==> src/rtl/ofmap_collector.sv <==
// Packs 16-bit convolution results into 32-bit words and streams them to memory
// through a small FIFO. Odd-length runs are padded with a zero upper half.
//
// state     | meaning
// S_IDLE    | waiting for start
// S_COLLECT | accepting din beats, packing pairs into the FIFO
// S_FLUSH   | stream ended; push any half word and drain the FIFO
// S_DONE    | one-cycle completion pulse
module ofmap_collector #(
    parameter int FIFO_DEPTH = 4
) (
    input  logic        clk_i,
    input  logic        rst_i,
    input  logic        start_i,
    input  logic [15:0] base_addr_i,
    input  logic [15:0] din_i,
    input  logic        din_valid_i,
    input  logic        conv_done_i,
    input  logic        wr_ready_i,
    output logic        wr_valid_o,
    output logic [15:0] wr_addr_o,
    output logic [31:0] wr_data_o,
    output logic        busy_o,
    output logic        done_o,
    output logic [15:0] ofmap_count_o,
    output logic        overflow_o
);

    localparam int AW = $clog2(FIFO_DEPTH);

    typedef enum logic [1:0] {S_IDLE, S_COLLECT, S_FLUSH, S_DONE} state_t;

    state_t      state_q, state_d;
    logic [31:0] mem_q [FIFO_DEPTH];
    logic [AW:0] wr_ptr_q, wr_ptr_d, rd_ptr_q, rd_ptr_d;
    logic [15:0] base_q, base_d, idx_q, idx_d, count_q, count_d, lo_q, lo_d;
    logic        half_q, half_d, ovf_q, ovf_d;
    logic        fifo_empty, fifo_full, pop, push_room, push_req, push_ok;
    logic [31:0] push_word;

    // Pointers carry one extra wrap bit so full and empty are distinguishable.
    assign fifo_empty = (wr_ptr_q == rd_ptr_q);
    assign fifo_full  = (wr_ptr_q[AW] != rd_ptr_q[AW]) &&
                        (wr_ptr_q[AW-1:0] == rd_ptr_q[AW-1:0]);
    assign pop        = !fifo_empty && wr_ready_i;
    assign push_room  = !fifo_full || pop;
    assign push_ok    = push_req && push_room;

    assign wr_ptr_d = push_ok ? wr_ptr_q + {{AW{1'b0}}, 1'b1} : wr_ptr_q;
    assign rd_ptr_d = pop     ? rd_ptr_q + {{AW{1'b0}}, 1'b1} : rd_ptr_q;

    always_comb begin
        state_d   = state_q;
        base_d    = base_q;
        idx_d     = pop ? idx_q + 16'd1 : idx_q;
        count_d   = count_q;
        lo_d      = lo_q;
        half_d    = half_q;
        ovf_d     = ovf_q;
        push_req  = 1'b0;
        push_word = 32'h0;
        case (state_q)
            S_IDLE: begin
                if (start_i) begin
                    state_d = S_COLLECT;
                    base_d  = base_addr_i;
                    idx_d   = 16'd0;
                    count_d = 16'd0;
                    half_d  = 1'b0;
                    ovf_d   = 1'b0;
                end
            end
            S_COLLECT: begin
                if (din_valid_i) begin
                    count_d = count_q + 16'd1;
                    if (!half_q) begin
                        lo_d   = din_i;
                        half_d = 1'b1;
                    end else begin
                        push_req  = 1'b1;
                        push_word = {din_i, lo_q};
                        half_d    = 1'b0;
                        if (!push_room) ovf_d = 1'b1;
                    end
                end
                if (conv_done_i) state_d = S_FLUSH;
            end
            S_FLUSH: begin
                // A pending half retries every cycle until the FIFO has room.
                if (half_q) begin
                    push_req  = 1'b1;
                    push_word = {16'h0000, lo_q};
                    if (push_room) half_d = 1'b0;
                end else if (fifo_empty) begin
                    state_d = S_DONE;
                end
            end
            S_DONE:  state_d = S_IDLE;
            default: state_d = S_IDLE;
        endcase
    end

    always_ff @(posedge clk_i) begin
        if (rst_i) begin
            state_q  <= S_IDLE;
            wr_ptr_q <= '0;
            rd_ptr_q <= '0;
            base_q   <= 16'h0;
            idx_q    <= 16'h0;
            count_q  <= 16'h0;
            lo_q     <= 16'h0;
            half_q   <= 1'b0;
            ovf_q    <= 1'b0;
        end else begin
            state_q  <= state_d;
            wr_ptr_q <= wr_ptr_d;
            rd_ptr_q <= rd_ptr_d;
            base_q   <= base_d;
            idx_q    <= idx_d;
            count_q  <= count_d;
            lo_q     <= lo_d;
            half_q   <= half_d;
            ovf_q    <= ovf_d;
        end
    end

    always_ff @(posedge clk_i) begin
        if (!rst_i && push_ok) mem_q[wr_ptr_q[AW-1:0]] <= push_word;
    end

    // Storage is not reset, so the data bus is gated to zero while empty.
    assign wr_valid_o    = !fifo_empty;
    assign wr_data_o     = fifo_empty ? 32'h0 : mem_q[rd_ptr_q[AW-1:0]];
    assign wr_addr_o     = base_q + idx_q;
    assign busy_o        = (state_q == S_COLLECT) || (state_q == S_FLUSH);
    assign done_o        = (state_q == S_DONE);
    assign ofmap_count_o = count_q;
    assign overflow_o    = ovf_q;

endmodule

==> config.mk <==
export PLATFORM = sky130hd
export DESIGN_NAME = ofmap_collector
export DESIGN_NICKNAME = d
export VERILOG_FILES = /design/src/rtl/ofmap_collector.sv
export SDC_FILE = /design/constraint.sdc
export NUM_CORES = 1
export LEC_CHECK = 0
export ABC_AREA = 1
export ABC_CLOCK_PERIOD_IN_PS = 9020
export BUFFER_PORTS_ARGS = -buffer_cell sky130_fd_sc_hd__buf_2
export CAP_MARGIN = 15
export CORE_ASPECT_RATIO = 1.4
export CORE_UTILIZATION = 35
export DETAILED_ROUTE_END_ITERATION = 10
export PLACE_DENSITY = 0.58
export SYNTH_ARGS = -nofsm -noshare
export SYNTH_HDL_FRONTEND = slang
export SYNTH_SLANG_ARGS = --single-unit
==> constraint.sdc <==
create_clock -name clk_i -period 9.02 [get_ports clk_i]
set_input_delay 2.255 -clock clk_i [delete_from_list [all_inputs] [get_ports clk_i]]
set_output_delay 2.255 -clock clk_i [all_outputs]
set_load 0.01 [all_outputs]
# == After elaboration in Yosys (flattened, before gate mapping) ==
# Memory sizes are Yosys's and may differ from the RTL's. A register that Yosys moved wholly into a read port is not among the register bits.
# Cells that the tools add are included.
# totals
in_bits,38
elab_cells,80
mem_count,1
reg_bits,74
output_inout_bits,68
mem_bits_rw,128
# mem_list
name,depth,word_bits,read_ports,rd_clocked_by_memory_dff,write_ports,line,rtl
mem_q,4,32,1,1,1,34,logic [31:0] mem_q [FIFO_DEPTH];
# classes
add_sub_neg,5
n_reduce_logical,18
n_mux,33
n_eq_ne,13
bitwise,1
# op_table
cell,count
2-to-1 mux 16 bit,6
2-to-1 mux 32 bit,3
one-hot mux 32 bit (2 select lines),1
"adder 16 x 1 -> 16 bit, second input constant",2
one-hot mux 16 bit (2 select lines),1
adder 16 bit,1
"inequality test 2 bit, second input constant",7
2-to-1 mux 1 bit,12
2-to-1 mux 2 bit,6
AND reduction 3 bit,3
one-hot mux 2 bit (4 select lines),1
"adder 3 x 1 -> 3 bit, second input constant",2
AND reduction 5 bit,1
"equality test 2 bit, second input constant",2
logical AND 1 bit,4
one-hot mux 1 bit (2 select lines),2
AND reduction 4 bit,1
equality test 3 bit,1
zero test 1 bit,3
one-hot mux 1 bit (3 select lines),1
nonzero test 3 bit,1
"equality test 2 x 1 -> 1 bit, second input constant",1
equality test 2 bit,1
zero test 2 bit,1
other kinds (5),6

# == Depth between registers and ports, before layout ==
# Gate-level depths: netlist of run 1.
# logic_depth
word_depth,8
mapped_depth,13
mapped_depth_nobuf,11

# == Least setup slack after synthesis of run 1 ==
# No wires, ideal clock.
# synth_path
path_kind,input port to flip-flop
from,input din_valid_i
to,"memory mem_q[0][0], enable pin"
arrival_ns,4.154
path_stages,6
required_ns,8.599
path_buffers,0
slack_ns,4.445
cell_sequence,nand2_1 inv_1 nand3_2 o21ai_2 nand3_1 nor2_1
# synth_between
elab_chain_cells,6
# synth_lines
element,line,rtl
from (decl),17,"input logic din_valid_i,"
2-to-1 mux 1 bit,74,if (din_valid_i) begin
one-hot mux 1 bit (2 select lines),62,case (state_q)
logical AND 1 bit,47,assign push_ok = push_req && push_room;
logical AND 1 bit,128,if (!rst_i && push_ok) mem_q[wr_ptr_q[AW-1:0]] <= push_word;
2-to-1 mux 1 bit,128,
2-to-1 mux 1 bit (not written as such),128,
to (decl),34,
# No other way between the ends.

==> key figures, run 1 <==
Outcome
  – Status: finished clean

STA
  – Clock period minus worst slack: 5.05 ns
  – Clock Skews: between 0.015 and 0.02 ns
  – Final Max Tran Viols: 0
  – Hold Fails Final Rpt: 0
  – FMAX: between 0.15 and 0.2 GHz
  – Tcrit/Tclk final: 55.9%
  – Final Setup Violations: 0
  – Unrepaired setup endpoints after global routing: no
  – Setup TNS: 0 ns
  – Slew Limit Headroom: 25.3%
  – Worst-Margin Slew: 1.12 ns

Synth
  – Post-synthesis sequential area ratio: a little under three fifths
  – Primary FF master, synth: edfxtp_1
  – EDFF count, synth: roughly 130
  – YS warnings: 0
  – Post-Synthesis Cells: 1084
  – Syn avg cell area: approximately 8.9 µm²
  – Net count after synthesis: roughly 1100
  – FF+latch count, synth: 204
  – Distinct cells, synth: 38
  – Async set-reset flop share out of synthesis: 0%
  – Mapped Area: between 0.009 and 0.01 mm²

Min path
  – Hold Path Sink: overflow_o$_SDFFE_PP0P_
  – HP Start: overflow_o$_SDFFE_PP0P_
  – WHS Path Cells: 2
  – Hold crit path type: reg2reg

Finish
  – Share of layout cells above drive strength 1: approximately 15%
  – Final Util: 41.5%
  – Layout area overhead: 16.0%
  – Final nets: about 1200
  – Filler cells: 2769
  – Commonest non-fill, non-tap cell in the layout: nor2_1
  – Most frequent cells in the layout: nor2_1, nand2_1, edfxtp_1

Routing
  – Uppermost layer routed: met5
  – DR vias/cell: ~4.7
  – Met1 WL: approximately 9200 µm
  – Drt wl/cell: between 10 and 15 µm
  – DRT iter0 DRCs: 266
  – Drt first pass iters: 5
  – Total wire length: 22000 µm
  – Post-route ant nets: 0
  – DR vias: 7373
  – Drt drc: 0
  – Met2 wire length: 11400 µm
  – Met3 routed WL: roughly 960 µm

Setup path
  – Kind of critical path: reg2out
  – Worst path bufs/invs: 4
  – CP cell instances: buf_4 > inv_2 > nor2_1 > o32ai_1 > nand2_1 > inv_1 > buf_2
  – Critical path's slowest cell: inv_2
  – Worst-path fanout max: between 60 and 70
  – Required time worst endpoint: approximately 6.8 ns
  – R2R depth: 8
  – FF-to-FF End: mem_q[1][11]$_DFFE_PP_
  – Crit. End Element: output pin
  – Worst r2r src: state_q[1]$_SDFFE_PP0P_
  – Crit path DAT: approximately 2.8 ns
  – Largest stage delay, worst path: 0.87 ns
  – Crit path max-delay family: buffers and inverters
  – Worst setup SP type: register
  – R2r setup slk: 5.83 ns

Clock network
  – Post-CTS setup buffers: 0
  – Clock Latency Late Sink: ~0.50 ns
  – Clock tree sinks: 204
  – CTS resizes: 0
  – Clock root cell: clkbuf_16
  – Num CTS Buffers: 21
  – Clk pin slew, worst setup/hold paths: about 0.07 ns
  – Hold buffer count at cts: 0
  – TritonCTS clock tree: yes
  – Clock Path Buffers: 3
  – Htree depth: 1

Power
  – VDD IR max: between 100 and 150 µV
  – Cell internal pwr: 0.00178 W
  – Pleak: ~4.7 nW
  – Logic pwr share: between 20% and 30%
  – Clock power share: 34.5%
  – Sw frac: ~31%
  – Seq pwr share: around 42%
  – Sw Pwr: 0.000809 W
  – Pwr dens: ~230 mW/mm²

Global routing
  – First-pass GRT wire length: between 30000 and 40000 µm
  – Vias in the first global route: between 7000 and 8000
  – Initial antenna violation count: 2
  – Total GRT Usage: between 10% and 20%
  – Pin count of the biggest net entering global routing: 66
  – Grt total ovfl: 0

Placed design
  – DP HPWL: around 15000 µm
  – PortBufs: approximately 110
  – Placer Congestion: approximately 0.83

Flow run
  – Max_cap viols: 0

Floorplan
  – Die Wd: 143 µm
  – Row count: between 70 and 80
  – DIE HEIGHT: approximately 200 µm
  – I/O pin count: between 100 and 150
  – Die Area: between 0.02 and 0.03 mm²
  – Core Area: 0.0270 mm²
  – Starting Density: approximately 36%
==> worst register-to-register path, stage by stage, from the launching register on <==
cell and delay [ns]:
dfxtp_1 0.34, inv_1 0.09, ha_1 0.36, nand2_1 0.16
inv_1 0.09, nand3_2 0.26, o21ai_2 0.21, nand3_1 0.34
nor2_4 0.93
==> cells in the mapped netlist (2+ instances only) <==
cell type,instances,share of area [%]
nor2_1,223,8.7
nand2_1,178,6.9
edfxtp_1,128,40
inv_1,119,4.6
dfxtp_1,76,16
o21ai_0,76,3.9
a21oi_1,64,3.3
nand3_1,39,2.0
o32ai_1,32,2.9
ha_1,26,3.4
clkbuf_1,19,0.74
buf_2,17,0.88
nand4_1,13,0.84
xor2_1,13,1.2
inv_2,9,0.35
xnor2_1,7,0.63
nor3_1,6,0.31
buf_6,5,0.58
nand2_4,4,0.47
a21o_1,3,0.23
nand3b_1,3,0.23
o21ai_2,3,0.27
nand2_2,2,0.13
nor2_4,2,0.23
nor3_4,2,0.34
o21ai_1,2,0.10
or2_2,2,0.13
==> cell type report <==
| type | instances | area [µm²] | share of cell area [%] |
|---|---|---|---|
| antenna | 1 | 2.50 | 0.0223 |
| clock buffer | 24 | 557 | 4.96 |
| clock inverter | 14 | 160 | 1.43 |
| inverter | 129 | 487 | 4.34 |
| multi-input combinational | 709 | 3630 | 32.4 |
| sequential | 204 | 5370 | 47.8 |
| tap | 365 | 457 | 4.07 |
| timing repair buffer | 108 | 556 | 4.95 |
==> cell families after synthesis <==
logic type / Yosys count / share of synthesized area, %
adders and majority gates: 27 / 3.57
xor gates and xnor gates: 20 / 1.81
buffers and inverters: 171 / 7.31
AOI/OAI and AO/OA: 183 / 11.0
DFF: 204 / 55.5
and+or+nand+nor: 479 / 20.9
==> flip-flops by register name, summed over array words and instances (netlist names), named ones only <==
register	count
mem_q	128
base_q	16
idx_q	16
lo_q	16
ofmap_count_o	16
rd_ptr_q	3
wr_ptr_q	3
state_q	2
half_q	1
overflow_o	1
==> worst max-delay path by stage <==
stage | end | cells past startpoint
floorplan | mem_q[0][0]$_DFFE_PP_ | 6
global placement | mem_q[1][21]$_DFFE_PP_ | 7
detailed placement | mem_q[2][17]$_DFFE_PP_ | 7
CTS | wr_data_o[23] | 7
global route | wr_data_o[8] | 7
finish | wr_data_o[23] | 7
==> metal layers <==
layer	track usage [%]	vias up
met5	0	-
met4	4.78	2
met3	2.24	34
met2	30.0	156
met1	18.5	3402
li1	-	3779
==> power groups by stage <==
stage / sequential [W] / clock (W) / combinational (W)
after CTS: 0.00109 / 0.000913 / 0.000615
after floorplan: 0.00108 / 0 / 0.000471
after global routing: 0.00110 / 0.000948 / 0.000688
after detailed placement: 0.00111 / 0 / 0.000612
final: 0.00109 / 0.000893 / 0.000603
after global placement: 0.00111 / 0 / 0.000607
==> stage by stage <==
step / total power (W) / hold slack (ns) / instance area, µm² / setup slack (ns) / instances
6_report: 0.00259 / 0.483 / 11200 / 3.97 / 1554
5_1_grt: 0.00273 / 0.516 / 11200 / 3.75 / 1553
4_1_cts: 0.00262 / 0.478 / 11200 / 3.87 / 1552
3_5_place_dp: 0.00172 / 0.461 / 10500 / 4.26 / 1514
3_3_place_gp: 0.00172 / 0.461 / 10500 / 4.36 / 1514
2_1_floorplan: 0.00155 / 0.462 / 9680 / 4.44 / 1084
(Power assumes the default switching activity.)
==> inputs of run 2 (changes only) <==
--- a/config.mk
+++ b/config.mk
@@ -6,13 +6,13 @@
 export NUM_CORES = 1
 export LEC_CHECK = 0
 export ABC_AREA = 1
-export ABC_CLOCK_PERIOD_IN_PS = 9020
+export ABC_CLOCK_PERIOD_IN_PS = 4100
 export BUFFER_PORTS_ARGS = -buffer_cell sky130_fd_sc_hd__buf_2
 export CAP_MARGIN = 15
 export CORE_ASPECT_RATIO = 1.4
 export CORE_UTILIZATION = 35
 export DETAILED_ROUTE_END_ITERATION = 10
-export PLACE_DENSITY = 0.58
+export PLACE_DENSITY = 0.6
 export SYNTH_ARGS = -nofsm -noshare
 export SYNTH_HDL_FRONTEND = slang
 export SYNTH_SLANG_ARGS = --single-unit
==> constraint.sdc (replaced) <==
create_clock -name clk_i -period 4.1 [get_ports clk_i]
set_input_delay 1.025 -clock clk_i [delete_from_list [all_inputs] [get_ports clk_i]]
set_output_delay 1.025 -clock clk_i [all_outputs]
set_load 0.01 [all_outputs]
==> key figures, run 2 (synthesized netlist as in run 1, its figures left out) <==
Routing
  – Drt wl/cell: 14.1 µm (was 14.2 µm)
  – Total wire length: 22000 µm (about the same)
  – Post-route ant nets: 0 (unchanged)
  – Drt drc: 0 (unchanged)
  – DRT iter0 DRCs: 308 (was 266)
  – DR vias/cell: 4.76 (was 4.74)
  – Drt first pass iters: 4 (was 5)
  – DR vias: 7436 (was 7373)

Floorplan
  – Row count: 71 (unchanged)
  – Core Area: 0.0270 mm² (unchanged)
  – Die Wd: 143 µm (unchanged)
  – DIE HEIGHT: 199 µm (unchanged)
  – Die Area: 0.0283 mm² (unchanged)
  – I/O pin count: 106 (unchanged)
  – Starting Density: 35.8% (unchanged)

Global routing
  – First-pass GRT wire length: 35900 µm (was 35700 µm)
  – Vias in the first global route: 7164 (was 7098)
  – Total GRT Usage: 16.0% (about the same)
  – Pin count of the biggest net entering global routing: 65 (was 66)
  – Grt total ovfl: 0 (unchanged)
  – Initial antenna violation count: 2 (unchanged)

Power
  – VDD IR max: 289 µV (was 129 µV)
  – Pwr dens: 498 mW/mm² (was 230 mW/mm²)
  – Pwr Total: 0.00559 W (was 0.00259 W)
  – Pleak: 4.75 nW (was 4.73 nW)

Clock network
  – Num CTS Buffers: 22 (was 21)
  – Clock tree sinks: 204 (unchanged)
  – Clock Latency Late Sink: 0.51 ns (was 0.50 ns)
  – TritonCTS clock tree: yes (unchanged)
  – Hold buffer count at cts: 0 (unchanged)
  – Clock root cell: clkbuf_16 (unchanged)
  – Htree depth: 1 (unchanged)
  – Post-CTS setup buffers: 0 (unchanged)
  – Clock Path Buffers: 3 (unchanged)
  – CTS resizes: 0 (unchanged)
  – Clk pin slew, worst setup/hold paths: 0.06 ns (was 0.07 ns)

STA
  – Clock Skews: 0.0273 ns (was 0.0169 ns)
  – Hold Fails Final Rpt: 0 (unchanged)
  – Unrepaired setup endpoints after global routing: no (unchanged)
  – Tcrit/Tclk final: slightly above 80%
  – FMAX: around 0.29 GHz
  – Worst-Margin Slew: 0.729 ns (was 1.12 ns)
  – Final Max Tran Viols: 0 (unchanged)
  – Final Setup Violations: 0 (unchanged)
  – Slew Limit Headroom: 51.1% (was 25.3%)
  – Setup TNS: 0 ns (unchanged)
  – Clock period minus worst slack: approximately 3.4 ns

Finish
  – Commonest non-fill, non-tap cell in the layout: nor2_1 (unchanged)
  – Layout area overhead: 16.1% (was 16.0%)
  – Final nets: 1246 (was 1238)
  – Flip-flop count of the largest register after layout: 128 (unchanged)
  – Most frequent cells in the layout: nor2_1, nand2_1, edfxtp_1 (unchanged)
  – Share of layout cells above drive strength 1: 15.2% (was 15.0%)

Outcome
  – Status: finished clean (unchanged)

Placed design
  – Placer Congestion: 0.849 (was 0.827)
  – PortBufs: 105 (unchanged)
  – DP HPWL: 15000 µm (was 14700 µm)

Setup path
  – Crit path DAT: 2.38 ns (was 2.79 ns)
  – Worst setup SP type: register (unchanged)
  – Kind of critical path: reg2out (unchanged)
  – Required time worst endpoint: 3.07 ns (was 6.77 ns)
  – Crit. End Element: output pin (unchanged)
  – Worst-path fanout max: 6 (was 65)

Min path
  – Hold crit path type: reg2reg (unchanged)

Flow run
  – Max_cap viols: 0 (unchanged)
==> run 2: cell count changes in the layout (fill, tap and decap cells not counted), sizes merged <==
cell,delta
clkinv,+8
buf,+7
bufinv,-2
clkinvlp,-2
inv,-2
==> run 2: final timing paths <==
path              slack [ns]                 endpoint                    start  depth (start not counted)
hold reg to reg         0.46  overflow_o$_SDFFE_PP0P_  overflow_o$_SDFFE_PP0P_                          2
setup / recovery        0.69            wr_addr_o[10]      idx_q[0]$_SDFF_PP0_                          9
setup reg to reg        1.33    mem_q[3][5]$_DFFE_PP_  state_q[1]$_SDFFE_PP0P_                          9
hold / removal          0.46  overflow_o$_SDFFE_PP0P_  overflow_o$_SDFFE_PP0P_                          2
==> run 2: per-layer routing <==
metal  GRT usage [%]  wire, µm  vias to the layer above
met2            29.7     11300                      164
met1            18.6      9110                     3418
met5               0        10                        -
met3            2.65      1110                       38
li1                -         -                     3814
met4            4.50       462                        2
==> run 2: per-stage QoR <==
| stage | hold WS [ns] | cells | worst slack, ns | cell area (µm²) | utilization [%] |
|---|---|---|---|---|---|
| floorplan | 0.462 | 1084 | 0.755 | 9680 | - |
| global placement | 0.454 | 1521 | 1.13 | 10500 | 39.0 |
| detailed placement | 0.456 | 1521 | 1.06 | 10500 | 39.0 |
| CTS | 0.467 | 1561 | 0.653 | 11200 | 41.5 |
| global route | 0.502 | 1563 | 0.544 | 11200 | 41.6 |
| finish | 0.462 | 1563 | 0.693 | 11200 | 41.6 |
==> run 2: where the power goes <==
part | total [W] | leakage, nW | internal, W | switching (W)
sequential | 0.00238 | 1.81 | 0.00228 | 0.000104
clock | 0.00185 | 0.326 | 0.00105 | 0.000797
combinational | 0.00136 | 2.62 | 0.000470 | 0.000891
total | 0.00559 | 4.75 | 0.00380 | 0.00179
==> run 2: final cells by class <==
cell class | count | area (µm²)
Antenna cell | 1 | 2.50
Clock buffer | 24 | 558
Clock inverter | 16 | 124
Fill cell | 2792 | 15800
Inverter | 129 | 487
Multi-Input combinational cell | 709 | 3610
Sequential cell | 204 | 5370
Tap cell | 365 | 457
Timing Repair Buffer | 115 | 621
==> run 2: worst max-delay path, stage by stage (launching register included) <==
cell and delay, ns:
dfxtp_1 0.36, ha_1 0.22, fa_1 0.40, nand3_1 0.10, nand3_1 0.15, nand2_1 0.10
nand2_1 0.11, a21oi_1 0.17, xnor2_1 0.13, buf_2 0.15
